**src/rtl/flt_pkg.sv**
```systemverilog
// flt_pkg: shared definitions for the top-K time ranking block.
//   ID_NONE       reserved entrant id meaning "no entry / no sample"
//   MODE_SEL_MIN  ranking mode where the smallest time is best
//   MODE_SEL_MAX  ranking mode where the largest time is best
//   empty_time()  time value shown by an unoccupied rank for a given mode/width
package flt_pkg;
   localparam int ID_NONE      = 0;
   localparam bit MODE_SEL_MIN = 1'b0;
   localparam bit MODE_SEL_MAX = 1'b1;

   // Unoccupied ranks show the worst possible time for the mode, so that an
   // empty slot never looks better than a real one when read externally.
   function automatic logic [63:0] empty_time(input bit mode_max, input int w);
      return (mode_max == MODE_SEL_MAX) ? 64'd0 : ~(~64'd0 << w);
   endfunction
endpackage

```
**src/rtl/flt_cmp.sv**
```systemverilog
// flt_cmp: mode-aware time comparator, one instance per rank.
//   a_i, b_i  times to compare (unsigned, full width)
//   better_o  a_i ranks strictly ahead of b_i in the selected mode
//   equal_o   a_i equals b_i
module flt_cmp
   import flt_pkg::*;
#(
   parameter int T_W      = 8,
   parameter bit MODE_MAX = 1'b0
) (
   input  logic [T_W-1:0] a_i,
   input  logic [T_W-1:0] b_i,
   output logic           better_o,
   output logic           equal_o
);
   assign better_o = (MODE_MAX == MODE_SEL_MIN) ? (a_i < b_i) : (a_i > b_i);
   assign equal_o  = (a_i == b_i);
endmodule

```
**src/rtl/flt_topk.sv**
```systemverilog
// flt_topk: keeps the K best personal-best times of up to 2^N_W-1 entrants.
//   clk     rising-edge clock
//   reset   synchronous active-low reset, overrides clr and samples
//   clr     round restart: empties ranking (and loads the sample if n!=0)
//   n, t    sample id (0 = none) and time
//   n_best, t_best   rank 0 entry
//   rank_n, rank_t   all ranks, rank 0 in the least significant field
//   count   number of occupied ranks
module flt_topk
   import flt_pkg::*;
#(
   parameter int N_W      = 2,
   parameter int T_W      = 8,
   parameter int K        = 3,
   parameter bit MODE_MAX = 1'b0
) (
   input  logic             clk,
   input  logic             reset,
   input  logic             clr,
   input  logic [N_W-1:0]   n,
   input  logic [T_W-1:0]   t,
   output logic [N_W-1:0]   n_best,
   output logic [T_W-1:0]   t_best,
   output logic [K*N_W-1:0] rank_n,
   output logic [K*T_W-1:0] rank_t,
   output logic [N_W-1:0]   count
);
   typedef struct packed {
      logic [N_W-1:0] id;
      logic [T_W-1:0] t;
   } ent_t;

   localparam logic [T_W-1:0] EMPTY_T = T_W'(empty_time(MODE_MAX, T_W));
   localparam ent_t           EMPTY_E = '{id: '0, t: EMPTY_T};

   ent_t           ent_q [K];
   ent_t           ent_d [K];
   logic [N_W-1:0] count_q, count_d;

   // Entries extended with one empty slot so the compaction shift has a source
   // for the last rank.
   ent_t           ent_x [K+1];
   logic [K:0]     occ_x, ge_x;
   ent_t           rem   [K];
   logic [K-1:0]   rem_occ, rem_ge;
   ent_t           ins   [K];
   ent_t           smp;
   logic [K-1:0]   hit, cmp_better, cmp_equal;
   logic           any_hit, improve, seen;
   int             pos, cnt;

   // ge: stored time is better-or-equal to the incoming t.
   for (genvar g = 0; g < K; g++) begin : g_cmp
      flt_cmp #(.T_W(T_W), .MODE_MAX(MODE_MAX)) u_cmp (
         .a_i      (ent_q[g].t),
         .b_i      (t),
         .better_o (cmp_better[g]),
         .equal_o  (cmp_equal[g])
      );
   end

   always_comb begin
      smp = '{id: n, t: t};
      for (int i = 0; i < K; i++) begin
         ent_x[i] = ent_q[i];
         occ_x[i] = (ent_q[i].id != N_W'(ID_NONE));
         ge_x[i]  = cmp_better[i] | cmp_equal[i];
         hit[i]   = occ_x[i] && (ent_q[i].id == n);
      end
      ent_x[K] = EMPTY_E;
      occ_x[K] = 1'b0;
      ge_x[K]  = 1'b0;

      any_hit = |hit;
      improve = |(hit & ~ge_x[K-1:0]);

      // Remove the entrant's old entry (only when it improves) by shifting
      // every later rank up one place.
      seen = 1'b0;
      for (int i = 0; i < K; i++) begin
         seen       = seen | (improve & hit[i]);
         rem[i]     = seen ? ent_x[i+1] : ent_x[i];
         rem_occ[i] = seen ? occ_x[i+1] : occ_x[i];
         rem_ge[i]  = seen ? ge_x[i+1]  : ge_x[i];
      end

      // First rank that is empty or strictly worse than t; equal times stay
      // ahead. pos == K means the sample falls off the end.
      pos = K;
      for (int i = K-1; i >= 0; i--)
         if (!rem_occ[i] || !rem_ge[i]) pos = i;

      for (int i = 0; i < K; i++) begin
         if (i < pos)       ins[i] = rem[i];
         else if (i == pos) ins[i] = smp;
         else               ins[i] = rem[(i > 0) ? i-1 : 0];
      end

      ent_d = ent_q;
      if (clr) begin
         for (int i = 0; i < K; i++) ent_d[i] = EMPTY_E;
         if (n != N_W'(ID_NONE)) ent_d[0] = smp;
      end else if (n != N_W'(ID_NONE) && (!any_hit || improve)) begin
         ent_d = ins;
      end

      cnt = 0;
      for (int i = 0; i < K; i++)
         if (ent_d[i].id != N_W'(ID_NONE)) cnt = cnt + 1;
      count_d = N_W'(cnt);
   end

   always_ff @(posedge clk) begin
      if (!reset) begin
         for (int i = 0; i < K; i++) ent_q[i] <= EMPTY_E;
         count_q <= '0;
      end else begin
         for (int i = 0; i < K; i++) ent_q[i] <= ent_d[i];
         count_q <= count_d;
      end
   end

   always_comb begin
      rank_n = '0;
      rank_t = '0;
      for (int i = 0; i < K; i++) begin
         rank_n[i*N_W +: N_W] = ent_q[i].id;
         rank_t[i*T_W +: T_W] = ent_q[i].t;
      end
   end

   assign n_best = ent_q[0].id;
   assign t_best = ent_q[0].t;
   assign count  = count_q;
endmodule

```
**config.mk**
```make
export PLATFORM = sky130hd
export DESIGN_NAME = flt_topk
export DESIGN_NICKNAME = d
export VERILOG_FILES = /design/src/rtl/flt_pkg.sv /design/src/rtl/flt_cmp.sv /design/src/rtl/flt_topk.sv
export SDC_FILE = /design/constraint.sdc
export NUM_CORES = 1
export LEC_CHECK = 0
export ABC_AREA = 1
export BUFFER_PORTS_ARGS = -buffer_cell sky130_fd_sc_hd__buf_2
export CORE_UTILIZATION = 40
export DETAILED_ROUTE_END_ITERATION = 16
export GPL_TIMING_DRIVEN = 0
export PLACE_DENSITY = 0.68
export SKIP_LAST_GASP = 1
export SLEW_MARGIN = 20
export SYNTH_ARGS = -nofsm -noshare
export SYNTH_HDL_FRONTEND = slang
export SYNTH_SLANG_ARGS = --single-unit
```
**constraint.sdc**
```tcl
create_clock -name clk -period 7.4 [get_ports clk]
set_clock_uncertainty 0.2 [all_clocks]
set_input_delay 0.74 -clock clk [delete_from_list [all_inputs] [get_ports clk]]
set_output_delay 0.74 -clock clk [all_outputs]
set_load 0.005 [all_outputs]
```
==> qor.yml <==
die:
  ios: 55
  coreArea_um2: 6830
  die_h_um: 86.1
  rows: 30
  die_w_um: 86.1
  die-area_um2: 7420
  start_util: 0.414
final_layout:
  n_fill_cell: 725
  multiInputGateArea_um2: 1770
  area_growth_pct: 17.9
  drive_gt1_frac: 0.220
  diodes: 0
  regArea_um2: 641
  layout.nets: 528
  post_layout_nonfiller_instances: 586
sta:
  setup_slack_ns: 3.67
  rsz0062_at_grt: "false"
  finalCriticalPeriod_ns: 3.73
  finalMaxSlewViolations: 0
  fmax_mhz: 268
  hold_viol_final: 0
  min_period_over_period: 0.503
  tightest_slew_ns: 0.633
  max_slew_margin: 0.577
  finalSetupTns_ns: 0
  setup_viol: 0
synth:
  synth_edf_count: 0
  syn_area_um2: 2830
  ys_ff_latch: 32
  synth_fp_nets: 469
  syn-instance-count: 430
  yosys_warnings: 0
  synth_top_cell_by_area: "dfxtp_1"
  synth_cell_types: 37
  seq_area_frac_synth: 0.226
  async_flop_share: 0
  synth_top_area_frac: 0.226
  avgSynthCellArea_um2: 6.58
  netlist_top_cells_area: "dfxtp_1 (23%), ha_1 (11%), nand2_1 (11%)"
  synth_flop_cell: "dfxtp_1"
setup_path:
  crit_required_ns: 7.39
  rr_startpoint: "rank_t[23]"
  worstRegToRegCells: 19
  worst_setup_path_end_kind: "register"
  worst-path-stages: 21
  worst_path_max_delay_cell: "clkbuf_1"
  critPathBufInv: 5
  critPathArrivalTime_ns: 3.72
  startpoint_type: "primary input"
  crit_path_frequent_cell: "nand2_1"
  path_delay_family: "simple AND/OR/NAND/NOR gates"
  crit_start: "t[6]"
  cp_max_fo: 10
  critPathKind: "primary input to register"
  worstReg2RegEnd: "count[0]"
  cpPeakStageDelay_ns: 0.39
  cp_cell_sequence: "buf_2 > inv_1 > ha_1 > nand2_1 > nor2_1 > nand4_1 > nand3_1 > nand3_2 > nand2_1 > clkbuf_1 > o21ai_0 > inv_1 > a21oi_1 > o21ai_1 > nand2_1 > nor2_1 > ha_1 > inv_1 > nand3_1 > nand2_1 > nor2_1"
  worst-r2r-setup-slack_ns: 4.02
  endpoint: "count[0]"
hold_path:
  worstHoldStart: "rank_t[21]"
  hp-class: "register to register"
global_route:
  grt_pass1_wl_mm: 13.1
  gr-max-usage-layer: "met2"
  grt_pass1_vias: 2666
  grt_use_met2: 0.364
  gr-total-overflow: 0
  track_usage: 0.225
  grt_max_degree: 11
  antenna_found_initial: 0
  grt.met3_usage: 0.0366
  use_met1: 0.308
placement:
  io_buffer_count: 52
  dp_cells: 578
  detailed_place_hpwl_mm: 6.42
  place_ws_ns: 3.44
  routabilityCongestion: 0.897
detailed_routing:
  wl_per_cell_um: 13.9
  via_per_inst: 5.17
  wirelength_mm: 8.15
  drt_iter0_drc: 247
  remaining_drc_errors: 0
  vias: 3031
  first_pass_iters: 5
  ant_nets: 0
run_status:
  status: "finished, final reports clean"
power_and_ir_drop:
  clockPowerShare: 0.311
  p_per_area_nw_per_um2: 188
  p_leak_nw: 1.68
  intPower_w: 0.000400
  p_sw_w: 0.000226
  swShare: 0.361
  pwr-share-seq: 0.329
  p_comb_frac: 0.360
  max-vdd-ir-drop_mv: 0.0664
run:
  cap_violations: 0
clock_network:
  path_clk_slew_ns: 0.07
  cts_hold_buf: 0
  cts_root_buffer: "clkbuf_8"
  cts_setup_buffers: 0
  max-clock-path-buffers: 2
  clock-sinks: 32
  htreeDepth: 2
  numCtsBuffers: 5
  clk_latency_ns: 0.30
  tritoncts: "yes"
  cts_resized: 0
## cell families after synthesis
family,count (synthesis),share of synthesized area
adders and majority gates,26,0.115
DFF,32,0.226
buffers and inverters,91,0.149
xor gates and xnor gates,5,0.0181
and+or+nand+nor,167,0.265
AOI/OAI and AO/OA,109,0.226
## layout make-up
| cell class | count | share of cell area |
|---|---|---|
| Buffer | 29 | 0.0566 |
| Clock buffer | 7 | 0.0289 |
| Clock inverter | 1 | 0.00900 |
| Inverter | 62 | 0.0697 |
| Multi-Input combinational cell | 307 | 0.530 |
| Sequential cell | 32 | 0.192 |
| Tap cell | 96 | 0.0360 |
| Timing Repair Buffer | 52 | 0.0780 |
## Yosys cell counts (2+ instances only)
cell and number:
o22ai_1 5, nand3_2 4, ha_1 26, inv_1 56
a21oi_1 29, nor2_2 3, o21ai_1 14, buf_4 13
o21ai_0 33, clkbuf_1 6, o31ai_1 3, nand2_2 6
dfxtp_1 32, nor3_1 16, inv_2 6, buf_2 7
nand3_1 14, nand4_1 4, o221ai_1 8, nor2_1 35
a21o_1 2, xor2_1 4, buf_6 3, o211ai_1 8
nand2_1 81
## flip-flops by register name, indices dropped and copies added (netlist names)
register and count:
count 2, rank_n 4, rank_t 16, n_best 2, t_best 8
## through the flow
stage           util  cell area [um2]  hold slack (ns)  power [W]
3_5_place_dp   0.470             3210            0.316   0.000431
5_1_grt        0.488             3340            0.351   0.000665
2_1_floorplan      -             2830            0.297   0.000366
3_3_place_gp   0.470             3210            0.308   0.000426
4_1_cts        0.488             3340            0.328   0.000626
6_report       0.488             3340            0.325   0.000626
## layout by cell type (no fill, tap or decap), types with 6 or more instances in the layout
cell type	count
clkbuf_1	6
nor2_1	35
dfxtp_1	32
nand2_2	6
nand3_1	14
nor3_1	16
inv_1	56
ha_1	26
o21ai_0	33
a21oi_1	29
o211ai_1	8
buf_2	59
nand2_1	81
clkbuf_8	7
inv_2	6
o221ai_1	8
buf_4	13
o21ai_1	14
## per-layer routing
metal / share of wire / up-vias / wire (um)
met5: 0 / - / 0
met4: 0.014 / 0 / 116
met3: 0.067 / 11 / 545
met2: 0.43 / 130 / 3540
met1: 0.48 / 1339 / 3940
li1: - / 1551 / -
## power groups by stage
| stage | Clock [W] | Combinational (W) | Sequential, W |
|---|---|---|---|
| floorplan | 0 | 0.000158 | 0.000208 |
| global placement | 0 | 0.000218 | 0.000209 |
| detailed placement | 0 | 0.000222 | 0.000209 |
| CTS | 0.000198 | 0.000223 | 0.000206 |
| global route | 0.000202 | 0.000255 | 0.000208 |
| finish | 0.000195 | 0.000225 | 0.000206 |
## worst reg2reg max path, cell delays in order (launching register included)
cell and delay [ns]:
dfxtp_1 0.35, ha_1 0.31, nand2_1 0.07, nor2_1 0.14
nand4_1 0.15, nand3_1 0.16, nand3_2 0.14, nand2_1 0.12
clkbuf_1 0.39, o21ai_0 0.14, inv_1 0.10, a21oi_1 0.07
o21ai_1 0.11, nand2_1 0.07, nor2_1 0.25, ha_1 0.28
inv_1 0.07, nand3_1 0.07, nand2_1 0.06, nor2_1 0.04
## how the worst min path moves through the flow
stage	endpoint	slack (ns)	cells past startpoint
after floorplan	rank_t[16]	0.30	2
after global placement	rank_t[16]	0.31	2
after detailed placement	rank_t[21]	0.32	2
after CTS	rank_t[21]	0.33	2
after global routing	rank_t[21]	0.35	2
final	rank_t[21]	0.32	2
Power figures use the tool's default switching activity.
